File: config.mk
export PLATFORM = sky130hd
export DESIGN_NAME = m_axi_burst_sequencer
export DESIGN_NICKNAME = d
export VERILOG_FILES = /design/src/rtl/m_axi_burst_sequencer.sv
export SDC_FILE = /design/constraint.sdc
export NUM_CORES = 1
export LEC_CHECK = 0
export ABC_AREA = 1
export CORE_MARGIN = 4
export CORE_UTILIZATION = 45
export DETAILED_ROUTE_END_ITERATION = 16
export PLACE_DENSITY_LB_ADDON = 0.3
export SLEW_MARGIN = 40
export SYNTH_ARGS = -nofsm -noshare
export SYNTH_HDL_FRONTEND = slang
export SYNTH_SLANG_ARGS = --single-unit
export TNS_END_PERCENT = 100
File: constraint.sdc
create_clock -name M_AXI_ACLK -period 2 [get_ports M_AXI_ACLK]
set_clock_uncertainty 0.05 [all_clocks]
set_input_delay 0.4 -clock M_AXI_ACLK [delete_from_list [all_inputs] [get_ports M_AXI_ACLK]]
set_output_delay 0.4 -clock M_AXI_ACLK [all_outputs]
set_load 0.005 [all_outputs]
File: src/rtl/m_axi_burst_sequencer.sv
// rtl/m_axi_burst_sequencer.sv - AXI4 master write/read-back burst sequencer
// Optional read-back and compare phase: `M_AXI_READ_CHECK_EN
module m_axi_burst_sequencer #(
    parameter logic [31:0] C_M_TARGET_SLAVE_BASE_ADDR = 32'h4000_0000,
    parameter int          C_M_AXI_ADDR_WIDTH         = 32,
    parameter int          C_M_AXI_DATA_WIDTH         = 32,
    parameter int          C_M_AXI_BURST_LEN          = 16,
    parameter int          C_NUM_BURSTS               = 4
) (
    input  logic                            M_AXI_ACLK,
    input  logic                            M_AXI_ARESET,
    input  logic                            INIT_AXI_TXN,
    output logic                            TXN_DONE,
    output logic                            ERROR,
    output logic [C_M_AXI_ADDR_WIDTH-1:0]   M_AXI_AWADDR,
    output logic [7:0]                      M_AXI_AWLEN,
    output logic [2:0]                      M_AXI_AWSIZE,
    output logic [1:0]                      M_AXI_AWBURST,
    output logic                            M_AXI_AWVALID,
    input  logic                            M_AXI_AWREADY,
    output logic [C_M_AXI_DATA_WIDTH-1:0]   M_AXI_WDATA,
    output logic [3:0]                      M_AXI_WSTRB,
    output logic                            M_AXI_WLAST,
    output logic                            M_AXI_WVALID,
    input  logic                            M_AXI_WREADY,
    input  logic [1:0]                      M_AXI_BRESP,
    input  logic                            M_AXI_BVALID,
    output logic                            M_AXI_BREADY,
    output logic [C_M_AXI_ADDR_WIDTH-1:0]   M_AXI_ARADDR,
    output logic [7:0]                      M_AXI_ARLEN,
    output logic [2:0]                      M_AXI_ARSIZE,
    output logic [1:0]                      M_AXI_ARBURST,
    output logic                            M_AXI_ARVALID,
    input  logic                            M_AXI_ARREADY,
    input  logic [C_M_AXI_DATA_WIDTH-1:0]   M_AXI_RDATA,
    input  logic [1:0]                      M_AXI_RRESP,
    input  logic                            M_AXI_RLAST,
    input  logic                            M_AXI_RVALID,
    output logic                            M_AXI_RREADY
);

    localparam int AW = C_M_AXI_ADDR_WIDTH;
    localparam int DW = C_M_AXI_DATA_WIDTH;
    localparam logic [AW-1:0] BASE   = C_M_TARGET_SLAVE_BASE_ADDR[AW-1:0];
    localparam logic [AW-1:0] STRIDE = AW'(C_M_AXI_BURST_LEN * 4);
    localparam logic [7:0]    AXLEN  = 8'(C_M_AXI_BURST_LEN - 1);
    localparam logic [8:0]    LAST_K = 9'(C_M_AXI_BURST_LEN - 1);
    localparam logic [5:0]    LAST_B = 6'(C_NUM_BURSTS - 1);

    typedef enum logic [1:0] {
        S_IDLE,
        S_WRITE,
`ifdef M_AXI_READ_CHECK_EN
        S_READ,
`endif
        S_DONE
    } state_t;

    state_t r_state;
    state_t w_state_next;

    logic          r_init_d;
    logic          r_start;
    logic          r_done;
    logic          r_error;
    logic [5:0]    r_b;
    logic [8:0]    r_k;
    logic          r_awvalid;
    logic [AW-1:0] r_awaddr;
    logic          r_wvalid;
    logic          r_wlast;
    logic [DW-1:0] r_wdata;
    logic          r_bready;
    logic          r_arvalid;
    logic [AW-1:0] r_araddr;
    logic          r_rready;
    logic [DW-1:0] r_exp;

    logic w_aw_hs, w_w_hs, w_b_hs, w_ar_hs, w_r_hs;
    logic w_wr_end, w_rd_end;

    assign w_aw_hs  = r_awvalid & M_AXI_AWREADY;
    assign w_w_hs   = r_wvalid & M_AXI_WREADY;
    assign w_b_hs   = r_bready & M_AXI_BVALID;
    assign w_ar_hs  = r_arvalid & M_AXI_ARREADY;
    assign w_r_hs   = r_rready & M_AXI_RVALID;
    assign w_wr_end = (r_state == S_WRITE) && w_b_hs && (r_b == LAST_B);
`ifdef M_AXI_READ_CHECK_EN
    assign w_rd_end = (r_state == S_READ) && w_r_hs && M_AXI_RLAST && (r_b == LAST_B);
`else
    assign w_rd_end = 1'b0;
`endif

    always_ff @(posedge M_AXI_ACLK) begin
        if (M_AXI_ARESET) r_state <= S_IDLE;
        else              r_state <= w_state_next;
    end

    always_comb begin
        w_state_next = r_state;
        case (r_state)
            S_IDLE, S_DONE: if (r_start) w_state_next = S_WRITE;
`ifdef M_AXI_READ_CHECK_EN
            S_WRITE:        if (w_wr_end) w_state_next = S_READ;
            S_READ:         if (w_rd_end) w_state_next = S_DONE;
`else
            S_WRITE:        if (w_wr_end) w_state_next = S_DONE;
`endif
            default:        w_state_next = S_IDLE;
        endcase
    end

    always_ff @(posedge M_AXI_ACLK) begin
        if (M_AXI_ARESET) begin
            r_init_d  <= 1'b0;
            r_start   <= 1'b0;
            r_done    <= 1'b0;
            r_error   <= 1'b0;
            r_b       <= '0;
            r_k       <= '0;
            r_awvalid <= 1'b0;
            r_awaddr  <= '0;
            r_wvalid  <= 1'b0;
            r_wlast   <= 1'b0;
            r_wdata   <= '0;
            r_bready  <= 1'b0;
            r_arvalid <= 1'b0;
            r_araddr  <= '0;
            r_rready  <= 1'b0;
            r_exp     <= '0;
        end else begin
            r_init_d <= INIT_AXI_TXN;
            r_start  <= INIT_AXI_TXN & ~r_init_d;
            case (r_state)
                S_IDLE, S_DONE: begin
                    if (r_start) begin
                        r_error   <= 1'b0;
                        r_done    <= 1'b0;
                        r_b       <= '0;
                        r_k       <= '0;
                        r_awvalid <= 1'b1;
                        r_awaddr  <= BASE;
                        r_wvalid  <= 1'b1;
                        r_wdata   <= DW'(1);
                        r_wlast   <= (LAST_K == 9'd0);
                    end
                end
                S_WRITE: begin
                    if (w_aw_hs) r_awvalid <= 1'b0;
                    // WDATA runs continuously across bursts, so no reload between them
                    if (w_w_hs) begin
                        r_wdata <= r_wdata + DW'(1);
                        r_k     <= r_k + 9'd1;
                        r_wlast <= (r_k + 9'd1 == LAST_K);
                        if (r_wlast) begin
                            r_wvalid <= 1'b0;
                            r_wlast  <= 1'b0;
                            r_bready <= 1'b1;
                        end
                    end
                    if (w_b_hs) begin
                        r_bready <= 1'b0;
                        r_k      <= '0;
                        if (M_AXI_BRESP[1]) r_error <= 1'b1;
                        if (r_b == LAST_B) begin
                            r_b <= '0;
`ifdef M_AXI_READ_CHECK_EN
                            r_arvalid <= 1'b1;
                            r_araddr  <= BASE;
                            r_exp     <= DW'(1);
`else
                            r_done    <= 1'b1;
`endif
                        end else begin
                            r_b       <= r_b + 6'd1;
                            r_awvalid <= 1'b1;
                            r_awaddr  <= r_awaddr + STRIDE;
                            r_wvalid  <= 1'b1;
                            r_wlast   <= (LAST_K == 9'd0);
                        end
                    end
                end
`ifdef M_AXI_READ_CHECK_EN
                S_READ: begin
                    if (w_ar_hs) begin
                        r_arvalid <= 1'b0;
                        r_rready  <= 1'b1;
                    end
                    if (w_r_hs) begin
                        r_k   <= r_k + 9'd1;
                        r_exp <= r_exp + DW'(1);
                        if ((M_AXI_RDATA != r_exp) || M_AXI_RRESP[1] ||
                            (M_AXI_RLAST != (r_k == LAST_K)))
                            r_error <= 1'b1;
                        // RLAST closes the burst even if it arrives early; re-seed the pattern
                        if (M_AXI_RLAST) begin
                            r_rready <= 1'b0;
                            r_k      <= '0;
                            if (r_b == LAST_B) begin
                                r_done <= 1'b1;
                            end else begin
                                r_b       <= r_b + 6'd1;
                                r_arvalid <= 1'b1;
                                r_araddr  <= r_araddr + STRIDE;
                                r_exp     <= DW'((32'(r_b) + 32'd1) * 32'(C_M_AXI_BURST_LEN) + 32'd1);
                            end
                        end
                    end
                end
`endif
                default: ;
            endcase
        end
    end

    assign TXN_DONE      = r_done;
    assign ERROR         = r_error;
    assign M_AXI_AWADDR  = r_awaddr;
    assign M_AXI_AWLEN   = AXLEN;
    assign M_AXI_AWSIZE  = 3'b010;
    assign M_AXI_AWBURST = 2'b01;
    assign M_AXI_AWVALID = r_awvalid;
    assign M_AXI_WDATA   = r_wdata;
    assign M_AXI_WSTRB   = 4'hF;
    assign M_AXI_WLAST   = r_wlast;
    assign M_AXI_WVALID  = r_wvalid;
    assign M_AXI_BREADY  = r_bready;
    assign M_AXI_ARADDR  = r_araddr;
    assign M_AXI_ARVALID = r_arvalid;
    assign M_AXI_RREADY  = r_rready;
`ifdef M_AXI_READ_CHECK_EN
    assign M_AXI_ARLEN   = AXLEN;
    assign M_AXI_ARSIZE  = 3'b010;
    assign M_AXI_ARBURST = 2'b01;
    logic w_unused;
    assign w_unused = ^{M_AXI_BRESP[0], M_AXI_RRESP[0], w_ar_hs};
`else
    assign M_AXI_ARLEN   = 8'd0;
    assign M_AXI_ARSIZE  = 3'b000;
    assign M_AXI_ARBURST = 2'b00;
    logic w_unused;
    assign w_unused = ^{M_AXI_BRESP[0], M_AXI_RRESP, M_AXI_RDATA, M_AXI_RLAST,
                        M_AXI_ARREADY, w_ar_hs, w_r_hs, w_rd_end, r_exp};
`endif

endmodule

* Yosys cells after proc, flatten, opt, wreduce, memory -nomap -nowiden *
Cells that the tools add are included.

storage, ports and cells
  logic and storage cells = 93
  bits in registers = 89
  bits of input ports = 45

cells by class
  muxes and demuxes = 43
  bitwise gates (word level) = 5
  eq/ne operators = 12
  add/sub/neg operators = 4
  reductions and logical operators = 16

operators by type and width
  kind                   number
  $mux 32                5
  $pmux 32 s2            2
  $add 32x1->32 const B  1
  $add 32x7->32 const B  1
  $mux 9                 3
  $mux 1                 20
  $mux 6                 3
  $pmux 9 s2             1
  $ne 2x2->1 const B     6
  $pmux 6 s2             1
  $reduce_and 3->1       4
  $reduce_and 4->1       3
  $pmux 1 s2             5
  $add 9x1->9 const B    1
  $eq 9x4->1 const B     1
  $add 6x1->6 const B    1
  $eq 6x2->1 const B     1
  $reduce_bool 2->1      3
  $and 1x1->1            4
  $mux 2                 2
  $pmux 2 s2             1
  $reduce_and 2->1       2
  $ne 3x3->1 const B     1
  $eq 2x1->1 const B     1
  other kinds (6)        7

* Longest topological paths before layout *
  depth in word-level cells = 7
  gate-level depth with buffers = 13
  gate-level depth less buffers = 13

* Worst setup path before layout *
OpenSTA, ideal clock, no wires.

  kind = register -> register
  from = reg r_wdata[0], in the netlist M_AXI_WDATA[0]
  to = reg r_wdata[28], in the netlist M_AXI_WDATA[28]
  setup time = 113 ps
  arrival time = 1,418 ps
  slack = 419 ps
  buffers on the path = 0
  stages on the path, launching flop included = 13
  cells stage by stage = dfxtp_1 -> ha_1 -> nand2_1 -> inv_1 -> nand2_1 -> nor2_1 -> nand2_1 -> nor2_4 -> nand2_1 -> nor2_1 -> nand2_1 -> nor2_1 -> nor2_1

on the way
  cells in the longest elaborated chain, start to end = 3

RTL lines
  what                    line  text
  start, declared         72    logic [DW-1:0] r_wdata;
  start signal, assigned  152   r_wdata <= r_wdata + DW'(1);
  $add 32x1->32           152
  $mux 32                 151   if (w_w_hs) begin
  $pmux 32 s2             134   case (r_state)

No other way between the ends. The select of a mux whose other input is x is not followed.
A chain may end at the register's enable or synchronous reset.

* Worst setup path in the final report *
  from = reg r_wdata[19], in the netlist M_AXI_WDATA[19]
  to = out M_AXI_WDATA[19]

RTL lines
  what           line  text
  end, declared  21    output logic [C_M_AXI_DATA_WIDTH-1:0] M_AXI_WDATA,

No word-level cell between the ends.

==> qor.csv <==
stage;metric;value;unit
run_status;status;finished, final reports clean;
clock_tree;CTS clk-pin slew, worst paths;90;ps
detailed_routing;Via density;4.79;
sta;max-slew violations;0;
detailed_routing;antenna-violating nets left;0;
setup_path;CP startpoint;M_AXI_WDATA[19];
setup_path;critical path, cell by cell;clkdlybuf4s50_1;
clock_tree;Post-CTS Hold Buffers;0;
floorplanning;Die H;110;um
cells_and_area;fin nets;857;
sta;final setup fails;0;
place;pre-CTS setup slack;-137;ps
setup_path;critical path's largest stage delay;580;ps
global_routing;aggregate global routing overflow;0;
sta;period utilization;94.3;%
cells_and_area;post-layout util;57.2;%
clock_tree;post-CTS setup buffer count;0;
clock_tree;clk sinks;83;
detailed_routing;drt initial violations;177;
sta;Final Hold Vio Count;0;
global_routing;antenna violations before repair;0;
detailed_routing;DR WL/cell;11.7;um
cells_and_area;total area of sequential cells;1660;um^2
setup_path;Critical Path RT;1550;ps
yosys;top post-synthesis cells by area;dfxtp_1, nand2_1, buf_4;
yosys;synth unique cells;36;
clock_tree;TritonCTS clock tree;done;
floorplanning;row count;36;
clock_tree;clock root buffer;clkbuf_8;
cells_and_area;Cell Count, Final, Fillers Out;945;
power;combinational share of power;7.1;%
sta;RSZ-0062 raised after global routing;false;
power;Seq pwr share;53.4;%
sta;fin crit period;1890;ps
detailed_routing;drt drc;0;
setup_path;critical path capture point type;output pin;
floorplanning;# IOs;179;
yosys;area leader, netlist;dfxtp_1;
cells_and_area;fillers;967;
global_routing;M3 GR Usage;3.96;%
hold_path;hold_sp;r_init_d;
power;Lkg Pwr;2.30;nW
floorplanning;Starting Density;47.0;%
detailed_routing;DRT Wirelength;11000;um
clock_tree;clock buffer count from CTS;9;
cells_and_area;Antenna diodes;0;
floorplanning;core area;9950;um^2
detailed_routing;first-pass iteration count of the detailed router;4;
floorplanning;full die area;12100;um^2
setup_path;Critical Path AT;1440;ps
clock_tree;maximum clock path buffer count;2;
global_routing;M1 GR Usage;22.5;%
detailed_routing;via count;4530;
power;Psw;0.812;mW
sta;setup TNS;0;ps
place;gpl congestion;0.900;
yosys;register area share after synthesis;35.5;%
setup_path;CP max stage cell;clkdlybuf4s50_1;
setup_path;Worst Path Buf+Inv;1;
floorplanning;Die X;110;um
cells_and_area;Final Instance Area;5690;um^2
yosys;Yosys warning count;0;
yosys;syn_area_per_cell;6.63;um^2
power;P_int;2.33;mW
setup_path;reg-to-reg setup timing slack;220;ps
setup_path;Critical R2R Launch;r_b[0];
place;post-DP HPWL;8570;um
setup_path;crit path max fanout;9;
place;post-placement cell area;5480;um^2
sta;fmax;530;MHz
yosys;number of synthesized register bits;83;
place;Cells after DPL;929;
setup_path;delay-heaviest family, CP;buffers and inverters;
sta;setup ws final;115;ps
power;clock power share;39.5;%
sta;Hold WS;342;ps
setup_path;Crit Path Category;flop to output pin;
power;Net Sw Frac;25.9;%
power;largest vdd supply drop;0.000292;V
global_routing;Global Route Usage Sum;18.6;%
cells_and_area;layout cell share with drive strength beyond 1;9.11;%
power;Tot Pwr;3.14;mW
yosys;Syn Std Cell Area;4680;um^2
global_routing;vias in the first global route;4195;
hold_path;Min-Delay Path Class;flop to flop;
cells_and_area;multi-input logic area;2400;um^2
clock_tree;H-tree depth;3;
place;I/O Buffers;70;
setup_path;crit start category;flop;
run;# Max-Cap Violations;0;
global_routing;first-pass GRT wire length;18200;um
global_routing;global-route met2 utilization;31.5;%
yosys;post-synth top area share;35.5;%
power;Cell Pwr Density;552;nW/um^2
global_routing;grt peak-use layer;met2;
global_routing;pin count of the biggest net entering global routing;27;
yosys;Post-Synthesis Cells;706;
cells_and_area;Area Growth Syn to Fin;21.5;%
clock_tree;Clock Latency Late Sink;360;ps
[cells by family (layout without fill, tap and decap cells)]
family                   Yosys count  count (layout)  synth area share [%]
AND/OR/NAND/NOR                  352             352                  32.3
AO/OA/AOI/OAI                     94              94                  10.9
XOR/XNOR                           5               5                 0.936
flip-flops                        83              83                  35.5
buffers and inverters            165             203                  18.9
adder cells (fa/ha/maj)            5               5                  1.34
other                              2              70                 0.160
[flip-flops by register name, summed over array words and instances (netlist names)]
name	flops
r_state	2
r_b	6
r_k	9
ERROR	1
M_AXI_BREADY	1
M_AXI_WVALID	1
r_start	1
M_AXI_AWADDR	26
TXN_DONE	1
M_AXI_AWVALID	1
M_AXI_WDATA	32
r_init_d	1
M_AXI_WLAST	1
[power by group through the flow]
stage | Combinational, mW | Clock (mW) | Sequential (mW)
final | 0.222 | 1.24 | 1.68
after detailed placement | 0.219 | 0 | 1.71
after global placement | 0.214 | 0 | 1.71
after floorplan | 0.226 | 0 | 1.71
after CTS | 0.220 | 1.26 | 1.68
after global routing | 0.256 | 1.31 | 1.68
[cell type report]
type	count	share of cell area (%)
clock buffer	9	2.18
tap	133	2.93
inverter	86	5.67
multi-input combinational	526	42.2
clock inverter	7	1.34
sequential	83	29.2
timing repair buffer	101	16.4
[final timing paths]
kind | to | cells past startpoint
max | M_AXI_WDATA[19] | 1
min | r_start | 1
max reg2reg | M_AXI_AWADDR[28] | 9
min reg2reg | r_start | 1
[placed cells by master (no fill, tap or decap), drive strengths merged, types with 2 or more instances in the layout]
| cell | instances |
|---|---|
| a211oi | 3 |
| a21oi | 51 |
| a22oi | 2 |
| a31oi | 2 |
| buf | 31 |
| clkbuf | 9 |
| clkdlybuf4s50 | 70 |
| clkinv | 2 |
| clkinvlp | 2 |
| conb | 70 |
| dfxtp | 83 |
| ha | 5 |
| inv | 88 |
| nand2 | 175 |
| nand3 | 39 |
| nand4 | 13 |
| nor2 | 101 |
| nor3 | 15 |
| nor3b | 2 |
| nor4 | 4 |
| o21ai | 31 |
| o21bai | 2 |
| xor2 | 4 |
[synthesized netlist by cell type, drive strengths merged]
cell and n:
ha 5, nor3b 2, nand3 39, xnor2 1
a31oi 2, xor2 4, conb 2, a211oi 3
o31ai 1, a2bb2oi 1, nand3b 1, nand2 175
buf 71, dfxtp 83, clkbuf 8, o21bai 2
nand4 13, nor2 101, or2 1, a21oi 51
a221oi 1, nor3 15, o21ai 31, nor4 4
and3 1, inv 86, a22oi 2
[timing repair]
item,CTS,global route
resized for setup,0,4
hold endpoints to repair,0,0
endpoints found under the setup margin,0,5
[metal layers]
layer | routed length (um) | vias up | share of wire [%]
li1 | - | 2314 | -
met1 | 4750 | 2048 | 43
met2 | 5220 | 155 | 47
met3 | 876 | 13 | 7.9
met4 | 187 | 0 | 1.7
met5 | 0 | - | 0
Note: power is estimated with default switching activity, not from simulation.
